$ cat src/rtl/lm07_sio_responder.sv
// LM07 sensor-side responder for the 3-wire SIO link: serves a temperature/ID word, then captures a shutdown command.
// Latency: SYNC_STAGES+1 SYSCLK cycles from any CS/SCK pin edge to the matching output change.
// Backpressure: none; the host owns SCK, and temp_valid samples arriving mid-transfer are held until CS rises.
module lm07_sio_responder #(
    parameter int          TEMP_BITS   = 13,
    parameter logic [15:0] ID_WORD     = 16'h800F,
    parameter logic [7:0]  SHDN_CMD    = 8'hFF,
    parameter int          SYNC_STAGES = 2
) (
    input  logic                 SYSCLK,
    input  logic                 RSTN,
    input  logic                 CS,
    input  logic                 SCK,
    input  logic                 SIO_IN,
    output logic                 SIO_OUT,
    output logic                 SIO_OE,
    input  logic [TEMP_BITS-1:0] temp_in,
    input  logic                 temp_valid,
    output logic                 shutdown,
    output logic                 xfer_done
);

    localparam int PAD_BITS = 16 - TEMP_BITS;

    typedef enum logic [1:0] {IDLE, READ, WRITE, DONE} state_t;

    logic [SYNC_STAGES-1:0] cs_s, sck_s, sio_s;
    logic                   cs_prev, sck_prev;
    logic                   cs_q, sck_q, sio_q;
    logic                   cs_fall, cs_rise, sck_rise, sck_fall;

    state_t                 state_q, state_d;
    logic [15:0]            shift_out;
    logic [15:0]            tx_word;
    logic [5:0]             edge_cnt;
    logic [7:0]             cmd_reg;
    logic                   cmd_valid;
    logic [TEMP_BITS-1:0]   temp_reg, pend_temp;
    logic                   pend_vld;

    logic load_word, do_shift, end_read, cnt_inc, cap_bit, set_valid, finish;

    // CS idles high out of reset so a low pin at release still reads as a fresh falling edge
    always_ff @(posedge SYSCLK or negedge RSTN) begin
        if (!RSTN) begin
            cs_s     <= '1;
            sck_s    <= '0;
            sio_s    <= '0;
            cs_prev  <= 1'b1;
            sck_prev <= 1'b0;
        end else begin
            cs_s[0]  <= CS;
            sck_s[0] <= SCK;
            sio_s[0] <= SIO_IN;
            for (int i = 1; i < SYNC_STAGES; i++) begin
                cs_s[i]  <= cs_s[i-1];
                sck_s[i] <= sck_s[i-1];
                sio_s[i] <= sio_s[i-1];
            end
            cs_prev  <= cs_q;
            sck_prev <= sck_q;
        end
    end

    assign cs_q     = cs_s[SYNC_STAGES-1];
    assign sck_q    = sck_s[SYNC_STAGES-1];
    assign sio_q    = sio_s[SYNC_STAGES-1];
    assign cs_fall  = cs_prev & ~cs_q;
    assign cs_rise  = ~cs_prev & cs_q;
    assign sck_rise = ~sck_prev & sck_q;
    assign sck_fall = sck_prev & ~sck_q;

    assign tx_word  = shutdown ? ID_WORD : {temp_reg, {PAD_BITS{1'b1}}};
    assign SIO_OUT  = shift_out[15];

    always_ff @(posedge SYSCLK or negedge RSTN) begin
        if (!RSTN) state_q <= IDLE;
        else       state_q <= state_d;
    end

    always_comb begin
        state_d   = state_q;
        load_word = 1'b0;
        do_shift  = 1'b0;
        end_read  = 1'b0;
        cnt_inc   = 1'b0;
        cap_bit   = 1'b0;
        set_valid = 1'b0;
        finish    = 1'b0;
        case (state_q)
            IDLE: begin
                if (cs_fall) begin
                    load_word = 1'b1;
                    state_d   = READ;
                end
            end
            READ: begin
                if (cs_rise) begin
                    finish  = 1'b1;
                    state_d = IDLE;
                end else if (sck_rise) begin
                    cnt_inc = 1'b1;
                end else if (sck_fall) begin
                    if (edge_cnt < 6'd16) begin
                        do_shift = 1'b1;
                    end else begin
                        end_read = 1'b1;
                        state_d  = WRITE;
                    end
                end
            end
            WRITE: begin
                if (cs_rise) begin
                    finish  = 1'b1;
                    state_d = IDLE;
                end else if (sck_rise) begin
                    cnt_inc = 1'b1;
                    cap_bit = 1'b1;
                    if (edge_cnt == 6'd31) begin
                        set_valid = 1'b1;
                        state_d   = DONE;
                    end
                end
            end
            DONE: begin
                if (cs_rise) begin
                    finish  = 1'b1;
                    state_d = IDLE;
                end
            end
            default: state_d = IDLE;
        endcase
    end

    always_ff @(posedge SYSCLK or negedge RSTN) begin
        if (!RSTN) begin
            shift_out <= '0;
            SIO_OE    <= 1'b0;
            edge_cnt  <= '0;
            cmd_reg   <= '0;
            cmd_valid <= 1'b0;
            shutdown  <= 1'b0;
            xfer_done <= 1'b0;
            temp_reg  <= '0;
            pend_temp <= '0;
            pend_vld  <= 1'b0;
        end else begin
            xfer_done <= finish;
            if (load_word) begin
                shift_out <= tx_word;
                SIO_OE    <= 1'b1;
                edge_cnt  <= '0;
                cmd_reg   <= '0;
            end
            if (cnt_inc)   edge_cnt  <= edge_cnt + 6'd1;
            if (do_shift)  shift_out <= {shift_out[14:0], 1'b0};
            if (end_read)  SIO_OE    <= 1'b0;
            // only the last eight captured bits survive: the high command byte is don't-care
            if (cap_bit)   cmd_reg   <= {cmd_reg[6:0], sio_q};
            if (set_valid) cmd_valid <= 1'b1;
            if (finish) begin
                SIO_OE    <= 1'b0;
                cmd_valid <= 1'b0;
                if (cmd_valid) shutdown <= (cmd_reg == SHDN_CMD);
                if (pend_vld)  temp_reg <= pend_temp;
                pend_vld  <= 1'b0;
            end
            // a strobe coinciding with CS rise lands after the pending sample, so the newest wins
            if (temp_valid && !shutdown) begin
                if (state_q == IDLE || finish) begin
                    temp_reg <= temp_in;
                end else begin
                    pend_temp <= temp_in;
                    pend_vld  <= 1'b1;
                end
            end
        end
    end

endmodule

$ cat config.mk
export PLATFORM = sky130hd
export DESIGN_NAME = lm07_sio_responder
export DESIGN_NICKNAME = d
export VERILOG_FILES = /design/src/rtl/lm07_sio_responder.sv
export SDC_FILE = /design/constraint.sdc
export NUM_CORES = 1
export LEC_CHECK = 0
export BUFFER_PORTS_ARGS = -buffer_cell sky130_fd_sc_hd__buf_2
export CAP_MARGIN = 25
export CORE_MARGIN = 2
export CORE_UTILIZATION = 49
export DETAILED_ROUTE_END_ITERATION = 8
export HOLD_SLACK_MARGIN = 0.06
export PLACE_DENSITY = 0.67
export SYNTH_ARGS = -nofsm -noshare
export SYNTH_HDL_FRONTEND = slang
export SYNTH_SLANG_ARGS = --single-unit
$ cat constraint.sdc
create_clock -name SYSCLK -period 2.2 [get_ports SYSCLK]
set_input_delay 0.44 -clock SYSCLK [delete_from_list [all_inputs] [get_ports SYSCLK]]
set_output_delay 0.44 -clock SYSCLK [all_outputs]
set_load 0.005 [all_outputs]
==> results.py, run 1 <==
metrics = {
    "synthesis": {
        "synth.area.top_cells": "dfrtp_1, a21oi_1, mux2_2, mux2i_1, nor2_1",
        "synth_area_um2": 3110,
        "ys_seq_elements": 71,
        "ys_seq_area_frac": 0.573,
        "synth.distinct_cells": 34,
        "yosysMostFrequentCell": "dfrtp_1",
        "synth_flop_cell": "dfrtp_1",
        "synthArstFlopShare": 1.00,
        "synth_top_area_share": 0.548,
        "avgSynthCellArea_um2": 10.6,
        "syn_inst": 294,
        "synth_warnings": 0,
        "synth_largest_area_cell": "dfrtp_1",
        "synth_edf_count": 0,
        "netlist_top_cells_count": "dfrtp_1, a21oi_1, nor2_1, nand2_1, o21ai_0",
        "synth_nets": 318,
    },
    "clocking": {
        "max-clock-path-buffers": 2,
        "cts_sinks": 71,
        "cts_buffers": 9,
        "post_cts_resized": 0,
        "postCtsHoldBufs": 0,
        "insertion_delay_ns": 0.34,
        "cts_htree_levels": 3,
        "cts_tree": "done",
        "path_clk_slew_ns": 0.08,
        "post_cts.repair.setup_buffers": 0,
        "cts-root-buf": "clkbuf_8",
    },
    "finish": {
        "final_util": 0.569,
        "drive_gt1_frac": 0.209,
        "largest_reg_flops": 16,
        "fillers": 564,
        "multi_input_area_um2": 1210,
        "fin_cells": 402,
        "ff_latch_area_um2": 1780,
        "diodes": 0,
        "fin_nets": 344,
        "finalInstanceArea_um2": 3550,
        "area_growth_pct": 14.3,
    },
    "power_and_ir_drop": {
        "seqPwrFrac": 0.472,
        "power.internal_uw": 3020,
        "p_switching_uw": 1300,
        "clockPowerShare": 0.266,
        "leakagePower_uw": 0.00154,
        "peakVddDrop_uv": 659,
        "powerDensity_nw_per_um2": 1220,
        "switching_share": 0.301,
        "p_comb_frac": 0.262,
    },
    "place": {
        "placed_cells": 386,
        "io_buffers": 22,
        "dpl.hpwl_um": 3850,
        "placed_area_um2": 3330,
        "gp_congestion": 0.842,
    },
    "setup_path": {
        "end_kind": "flip-flop",
        "critPathArrivalTime_ns": 2.29,
        "worstSetupPathType": "flip-flop to flip-flop",
        "cp_cell_sequence": "inv_1 > ha_2 > inv_1 > or2_2 > buf_4 > nor3b_1 > a21oi_1 > a21oi_1",
        "rrSetupSlack_ns": 0.18,
        "cp-start-kind": "flip-flop",
        "r2r_end": "shift_out[13]",
        "crit_fanout": 14,
        "r2r-start": "state_q[1]",
        "reg2regPathDepth": 8,
        "crit_buf_inv": 3,
        "critPathSlowestCell": "dfrtp_1",
        "required_ns": 2.47,
        "cpPeakStageDelay_ns": 0.40,
        "worst_path_dominant_cell_family": "simple AND/OR/NAND/NOR gates",
    },
    "sta": {
        "whs_ns": 0.0797,
        "tns_ns": 0,
        "hold_viol": 0,
        "setup_viol": 0,
        "max_slew_margin": 0.639,
        "worst_pin_slew_ns": 0.541,
        "drv_slew": 0,
        "fin_crit_sh": 0.917,
        "rsz0062_at_grt": "false",
        "timing.fmax_mhz": 495,
        "period_needed_ns": 2.02,
        "skew_ns": 0.00797,
    },
    "floorplan": {
        "fp.dieW_um": 83.6,
        "fp.dieH_um": 83.6,
        "coreArea_um2": 6240,
        "rows": 29,
        "dieArea_um2": 6990,
        "start_util": 0.498,
        "num_io_pins": 23,
    },
    "drt": {
        "postRouteAntennaNets": 0,
        "dr.pass1.iters": 4,
        "drc_errors": 0,
        "drt_iter0_drc": 103,
        "vias": 2133,
        "avgRoutedWirePerCell_um": 14.0,
        "wirelength_um": 5650,
        "vias_per_cell": 5.31,
    },
    "grt": {
        "grt_pass1_wl_um": 9660,
        "grt_max_degree": 32,
        "antenna_found_initial": 0,
        "grt-ovfl-total": 0,
        "track_usage": 0.176,
        "grt_pass1_vias": 2047,
    },
    "run": {
        "cap_violations": 0,
    },
    "outcome": {
        "outcome": "complete, no violations",
    },
    "worst_hold_path": {
        "min_path_type": "primary input to asynchronous set/reset pin",
    },
}
## logic make-up after synthesis
logic type | synth area share
buffers and inverters | 0.0387
adder cells (fa/ha/maj) | 0.0201
AND/OR/NAND/NOR | 0.154
multiplexers | 0.0922
flip-flops | 0.573
AO/OA/AOI/OAI | 0.122
## per-layer routing
layer  GRT usage  wire [um]
met5           0          0
met4      0.0792         89
met3      0.0485        213
met2       0.265       2670
met1       0.241       2670
## area by class of cell
class                      count  share of cell area
clock inverter                 5              0.0229
clock buffer                  11              0.0398
inverter                       7             0.00740
timing repair buffer          33              0.0613
multi-input combinational    198               0.340
sequential                    71               0.501
tap                           77              0.0271
## per-stage QoR
step | setup WS, ns | total power, uW
3_3_place_gp | 0.270 | 3150
3_5_place_dp | 0.219 | 3200
4_1_cts | 0.163 | 4360
2_1_floorplan | 0.376 | 2870
5_1_grt | 0.0483 | 4620
6_report | 0.182 | 4330
## placed cells by master (no fill, tap or decap), drive strengths merged, types with 2 or more instances in the layout
cell	netlist	routed
dfrtp	68	68
nor2	35	35
nand2	20	20
o211ai	3	3
clkbuf	9	11
clkinv	0	2
and3	4	4
nand2b	4	4
o21ai	21	21
nand3	4	4
dfstp	3	3
ha	5	5
nor2b	4	4
nand4	4	4
bufinv	0	2
nor3b	11	11
and2	2	2
or3	3	3
mux2	13	13
o31ai	3	3
mux2i	14	14
buf	9	33
a21oi	39	39
inv	7	7
## worst register-to-register path, cell delays in order (launching register included)
cell     delay, ns
dfrtp_1       0.40
inv_1         0.11
ha_2          0.24
inv_1         0.10
or2_2         0.39
buf_4         0.21
nor3b_1       0.28
a21oi_1       0.08
a21oi_1       0.14
## power by group through the flow
stage	clock network [uW]	registers (uW)	logic (uW)
6_report	1150	2040	1140
5_1_grt	1230	2100	1290
4_1_cts	1180	2040	1140
3_5_place_dp	0	2060	1130
3_3_place_gp	0	2050	1100
2_1_floorplan	0	1970	897
## worst max path at each step
stage,startpoint,to,cells past startpoint,slack (ns)
CTS,state_q[1],shift_out[13],8,0.16
global placement,state_q[1],shift_out[14],8,0.27
global route,state_q[0],shift_out[11],8,0.05
finish,state_q[1],shift_out[13],8,0.18
floorplan,state_q[0],shift_out[12],9,0.38
detailed placement,state_q[1],shift_out[13],8,0.22
No activity file was read; power rests on OpenSTA's default activity.
==> run 2: changes to the inputs <==
--- a/config.mk
+++ b/config.mk
@@ -7,6 +7,7 @@
 export LEC_CHECK = 0
 export BUFFER_PORTS_ARGS = -buffer_cell sky130_fd_sc_hd__buf_2
 export CAP_MARGIN = 25
+export CORE_ASPECT_RATIO = 0.6
 export CORE_MARGIN = 2
 export CORE_UTILIZATION = 49
 export DETAILED_ROUTE_END_ITERATION = 8
==> results.py, run 2 (same netlist as run 1, synthesis figures left out) <==
metrics = {
    "grt": {
        "grt_max_degree": 72,
        "grt-ovfl-total": 0,
        "track_usage": 0.190,
        "grt_pass1_vias": 1951,
        "grt_pass1_wl_um": 9890,
        "antenna_found_initial": 0,
    },
    "sta": {
        "timing.final.ws_setup_ns": 0.219,
        "setup_viol": 0,
        "rsz0062_at_grt": "false",
        "fin_crit_sh": 0.901,
        "skew_ns": 0.00808,
        "max_slew_margin": 0.669,
        "drv_slew": 0,
        "whs_ns": 0.0979,
        "period_needed_ns": 1.98,
        "hold_viol": 0,
        "tns_ns": 0,
        "worst_pin_slew_ns": 0.497,
        "timing.fmax_mhz": 505,
    },
    "finish": {
        "final_util": 0.577,
        "area_growth_pct": 13.4,
        "finalInstanceArea_um2": 3520,
        "layout_common_cells": "dfrtp_1, a21oi_1, nor2_1, buf_2, nand2_1",
        "fillers": 554,
        "final_common_cell": "dfrtp_1",
        "multi_input_area_um2": 1210,
        "largest_reg_flops": 16,
        "ff_latch_area_um2": 1780,
        "fin_nets": 344,
        "diodes": 0,
        "drive_gt1_frac": 0.206,
    },
    "drt": {
        "drt_iter0_drc": 85,
        "vias": 2133,
        "vias_per_cell": 5.22,
        "postRouteAntennaNets": 0,
        "dr.pass1.iters": 4,
        "avgRoutedWirePerCell_um": 14.2,
        "wirelength_um": 5830,
        "drc_errors": 0,
    },
    "setup_path": {
        "r2r-start": "state_q[1]",
        "critPathArrivalTime_ns": 2.26,
        "cpPeakStageDelay_ns": 0.49,
        "crit_buf_inv": 3,
        "crit_fanout": 23,
        "end_kind": "flip-flop",
        "critPathSlowestCell": "or2_2",
        "worstSetupPathType": "flip-flop to flip-flop",
        "rrSetupSlack_ns": 0.22,
        "cp_cell_sequence": "inv_1 > ha_1 > inv_1 > or2_2 > buf_4 > nor3b_1 > a21oi_1 > a21oi_1",
        "worst_path_dominant_cell_family": "simple AND/OR/NAND/NOR gates",
        "r2r_end": "shift_out[4]",
        "reg2regPathDepth": 8,
        "cp-start-kind": "flip-flop",
        "required_ns": 2.48,
    },
    "clocking": {
        "path_clk_slew_ns": 0.08,
        "post_cts_resized": 0,
        "cts_buffers": 9,
        "cts_tree": "done",
        "max-clock-path-buffers": 2,
        "cts_htree_levels": 3,
        "cts_sinks": 71,
        "cts-root-buf": "clkbuf_8",
        "post_cts.repair.setup_buffers": 0,
        "insertion_delay_ns": 0.35,
        "postCtsHoldBufs": 0,
    },
    "floorplan": {
        "fp.dieH_um": 65.7,
        "coreArea_um2": 6110,
        "fp.dieW_um": 107,
        "rows": 22,
        "num_io_pins": 23,
        "dieArea_um2": 7010,
        "start_util": 0.508,
    },
    "place": {
        "io_buffers": 22,
        "pre_cts_slack_ns": 0.228,
        "dpl.hpwl_um": 3810,
        "placed_area_um2": 3320,
        "gp_congestion": 0.826,
    },
    "run": {
        "cap_violations": 0,
    },
    "worst_hold_path": {
        "min_path_type": "primary input to asynchronous set/reset pin",
    },
    "power_and_ir_drop": {
        "peakVddDrop_uv": 557,
        "powerDensity_nw_per_um2": 1200,
        "leakagePower_uw": 0.00153,
    },
    "outcome": {
        "outcome": "complete, no violations",
    },
}
[run 2: cell count changes in the layout (fill, tap and decap cells not counted), sizes merged]
cell	delta
clkinvlp	+1
bufinv	-1
[run 2: worst max path at each step]
stage	from	end	slack, ns	cells past startpoint
2_1_floorplan	state_q[0]	shift_out[12]	0.38	9
3_3_place_gp	state_q[1]	shift_out[5]	0.32	7
3_5_place_dp	state_q[1]	shift_out[4]	0.23	8
4_1_cts	state_q[1]	shift_out[4]	0.22	8
5_1_grt	state_q[1]	shift_out[3]	0.09	7
6_report	state_q[1]	shift_out[4]	0.22	8
[run 2: worst register-to-register path, delay by kind of cell (launching register included)]
| family | cells | cell delay, ns |
|---|---|---|
| DFF | 1 | 0.41 |
| and+or+nand+nor | 2 | 0.70 |
| AOI/OAI and AO/OA | 2 | 0.21 |
| adders and majority gates | 1 | 0.17 |
| buffers and inverters | 3 | 0.43 |
[run 2: power breakdown]
part	internal, uW	total (uW)	switching [uW]
combinational	579	1140	562
clock	555	1050	492
sequential	1770	2060	282
[run 2: per-stage QoR]
step           cells  total power (uW)
2_1_floorplan    294              2870
3_3_place_gp     393              3170
3_5_place_dp     393              3220
4_1_cts          409              4270
5_1_grt          409              4530
6_report         409              4250
[run 2: layer usage]
metal	GRT usage	part of all wire
met5	0	0
met4	0.0731	0.015
met3	0.0565	0.050
met2	0.251	0.39
met1	0.291	0.55
[run 2: layout make-up]
class | instances | share of cell area
repair buffers | 33 | 0.0582
clock inverters | 5 | 0.0167
flip-flops and latches | 71 | 0.505
inverters | 7 | 0.00746
multi-input cells | 198 | 0.342
clock buffers | 11 | 0.0401
well taps | 84 | 0.0298
==> run 3: changes to the inputs <==
--- a/config.mk
+++ b/config.mk
@@ -10,6 +10,7 @@
 export CORE_ASPECT_RATIO = 0.6
 export CORE_MARGIN = 2
 export CORE_UTILIZATION = 49
+export CTS_CLUSTER_DIAMETER = 150
 export DETAILED_ROUTE_END_ITERATION = 8
 export HOLD_SLACK_MARGIN = 0.06
 export PLACE_DENSITY = 0.67
==> constraint.sdc (replaced) <==
create_clock -name SYSCLK -period 2.2 [get_ports SYSCLK]
set_input_delay 0.11 -clock SYSCLK [delete_from_list [all_inputs] [get_ports SYSCLK]]
set_output_delay 0.11 -clock SYSCLK [all_outputs]
set_load 0.005 [all_outputs]
==> results.py, run 3 (same netlist as run 1, synthesis figures left out) <==
metrics = {
    "setup_path": {
        "end_kind": "flip-flop",
        "cpPeakStageDelay_ns": 0.48,
        "cp-start-kind": "flip-flop",
        "rrSetupSlack_ns": 0.25,
        "reg2regPathDepth": 8,
        "worstSetupPathType": "flip-flop to flip-flop",
        "r2r_end": "shift_out[4]",
        "critPathSlowestCell": "or2_2",
        "cp_cell_sequence": "inv_1 > ha_1 > inv_1 > or2_2 > buf_4 > nor3b_1 > a21oi_1 > a21oi_1",
        "r2r-start": "state_q[0]",
        "worst_path_dominant_cell_family": "simple AND/OR/NAND/NOR gates",
        "crit_buf_inv": 3,
        "critPathArrivalTime_ns": 2.22,
        "crit_fanout": 23,
        "required_ns": 2.47,
    },
    "finish": {
        "final_common_cell": "dfrtp_1",
        "largest_reg_flops": 16,
        "area_growth_pct": 19.0,
        "fillers": 508,
        "fin_nets": 362,
        "diodes": 0,
        "drive_gt1_frac": 0.201,
        "layout_common_cells": "dfrtp_1, a21oi_1, nor2_1, buf_2, nand2_1",
    },
    "power_and_ir_drop": {
        "p_comb_frac": 0.274,
        "seqPwrFrac": 0.484,
        "leakagePower_uw": 0.00160,
        "peakVddDrop_uv": 639,
        "powerDensity_nw_per_um2": 1150,
        "power_uw": 4250,
        "power.internal_uw": 2900,
        "switching_share": 0.319,
        "clockPowerShare": 0.241,
        "p_switching_uw": 1360,
    },
    "floorplan": {
        "coreArea_um2": 6110,
        "fp.dieW_um": 107,
        "start_util": 0.508,
        "num_io_pins": 23,
        "fp.dieH_um": 65.7,
        "rows": 22,
        "dieArea_um2": 7010,
    },
    "sta": {
        "timing.fmax_mhz": 512,
        "period_needed_ns": 1.95,
        "max_slew_margin": 0.559,
        "hold_viol": 0,
        "rsz0062_at_grt": "false",
        "setup_viol": 0,
        "fin_crit_sh": 0.887,
        "drv_slew": 0,
        "skew_ns": 0.00668,
        "worst_pin_slew_ns": 0.661,
        "tns_ns": 0,
        "whs_ns": 0.328,
    },
    "drt": {
        "drt_iter0_drc": 110,
        "avgRoutedWirePerCell_um": 14.3,
        "vias": 2169,
        "wirelength_um": 6090,
        "drc_errors": 0,
        "vias_per_cell": 5.08,
        "postRouteAntennaNets": 0,
        "dr.pass1.iters": 4,
    },
    "clocking": {
        "post_cts.repair.setup_buffers": 0,
        "cts_tree": "done",
        "path_clk_slew_ns": 0.08,
        "cts-root-buf": "clkbuf_8",
        "insertion_delay_ns": 0.35,
        "cts_htree_levels": 3,
        "cts_sinks": 71,
        "max-clock-path-buffers": 2,
        "cts_buffers": 9,
    },
    "worst_hold_path": {
        "min_path_type": "primary input to asynchronous set/reset pin",
    },
    "place": {
        "io_buffers": 22,
        "dpl.hpwl_um": 4100,
        "gp_congestion": 0.835,
    },
    "outcome": {
        "outcome": "complete, no violations",
    },
    "grt": {
        "grt_pass1_wl_um": 10100,
        "grt-ovfl-total": 0,
        "antenna_found_initial": 0,
        "track_usage": 0.195,
        "grt_pass1_vias": 2060,
        "grt_max_degree": 32,
    },
    "run": {
        "cap_violations": 0,
    },
}
## run 3: worst max-delay path by stage
stage / start / endpoint / depth (start not counted)
after floorplan: state_q[0] / shift_out[12] / 9
after global placement: state_q[1] / shift_out[2] / 7
after detailed placement: state_q[0] / shift_out[4] / 8
after CTS: state_q[0] / shift_out[4] / 8
after global routing: state_q[0] / shift_out[12] / 8
final: state_q[0] / shift_out[4] / 8
## run 3: layer usage
metal,track usage,vias up,wire length (um),share of wire
met1,0.289,1025,3180,0.52
met5,0,-,0,0
li1,-,1101,-,-
met2,0.264,37,2560,0.42
met4,0.0893,0,81,0.013
met3,0.0546,6,266,0.044
## run 3: area by class of cell
cell class / instances / area, um^2 / area share
Tap cell: 84 / 105 / 0.0284
Sequential cell: 71 / 1780 / 0.482
Clock inverter: 7 / 72.6 / 0.0196
Clock buffer: 9 / 124 / 0.0335
Inverter: 7 / 26.3 / 0.00711
Multi-Input combinational cell: 198 / 1210 / 0.326
Timing Repair Buffer: 51 / 383 / 0.104
## run 3: per-stage QoR
step,utilization,cell area [um^2],worst slack (ns),instances
floorplan,-,3110,0.376,294
global placement,0.545,3330,0.313,394
detailed placement,0.545,3330,0.275,394
CTS,0.605,3700,0.258,427
global route,0.605,3700,0.0602,427
finish,0.605,3700,0.248,427
## run 3: power groups by stage
stage | logic (uW) | clock network, uW | registers (uW)
final | 1170 | 1030 | 2060
after global routing | 1320 | 1110 | 2110
after CTS | 1180 | 1050 | 2060
after detailed placement | 1150 | 0 | 2080
after global placement | 1120 | 0 | 2070
after floorplan | 897 | 0 | 1970
## run 3: what timing repair did
item | 4_1_cts | 5_1_grt
gates resized for setup | 0 | 0
hold buffers | 17 | 0
endpoints found under the hold margin | 51 | 0
## run 3: worst register-to-register path: stages (launching register included)
cell and delay [ns]:
dfrtp_1 0.42, inv_1 0.10, ha_1 0.17, inv_1 0.08, or2_2 0.48, buf_4 0.23, nor3b_1 0.19, a21oi_1 0.06
a21oi_1 0.16
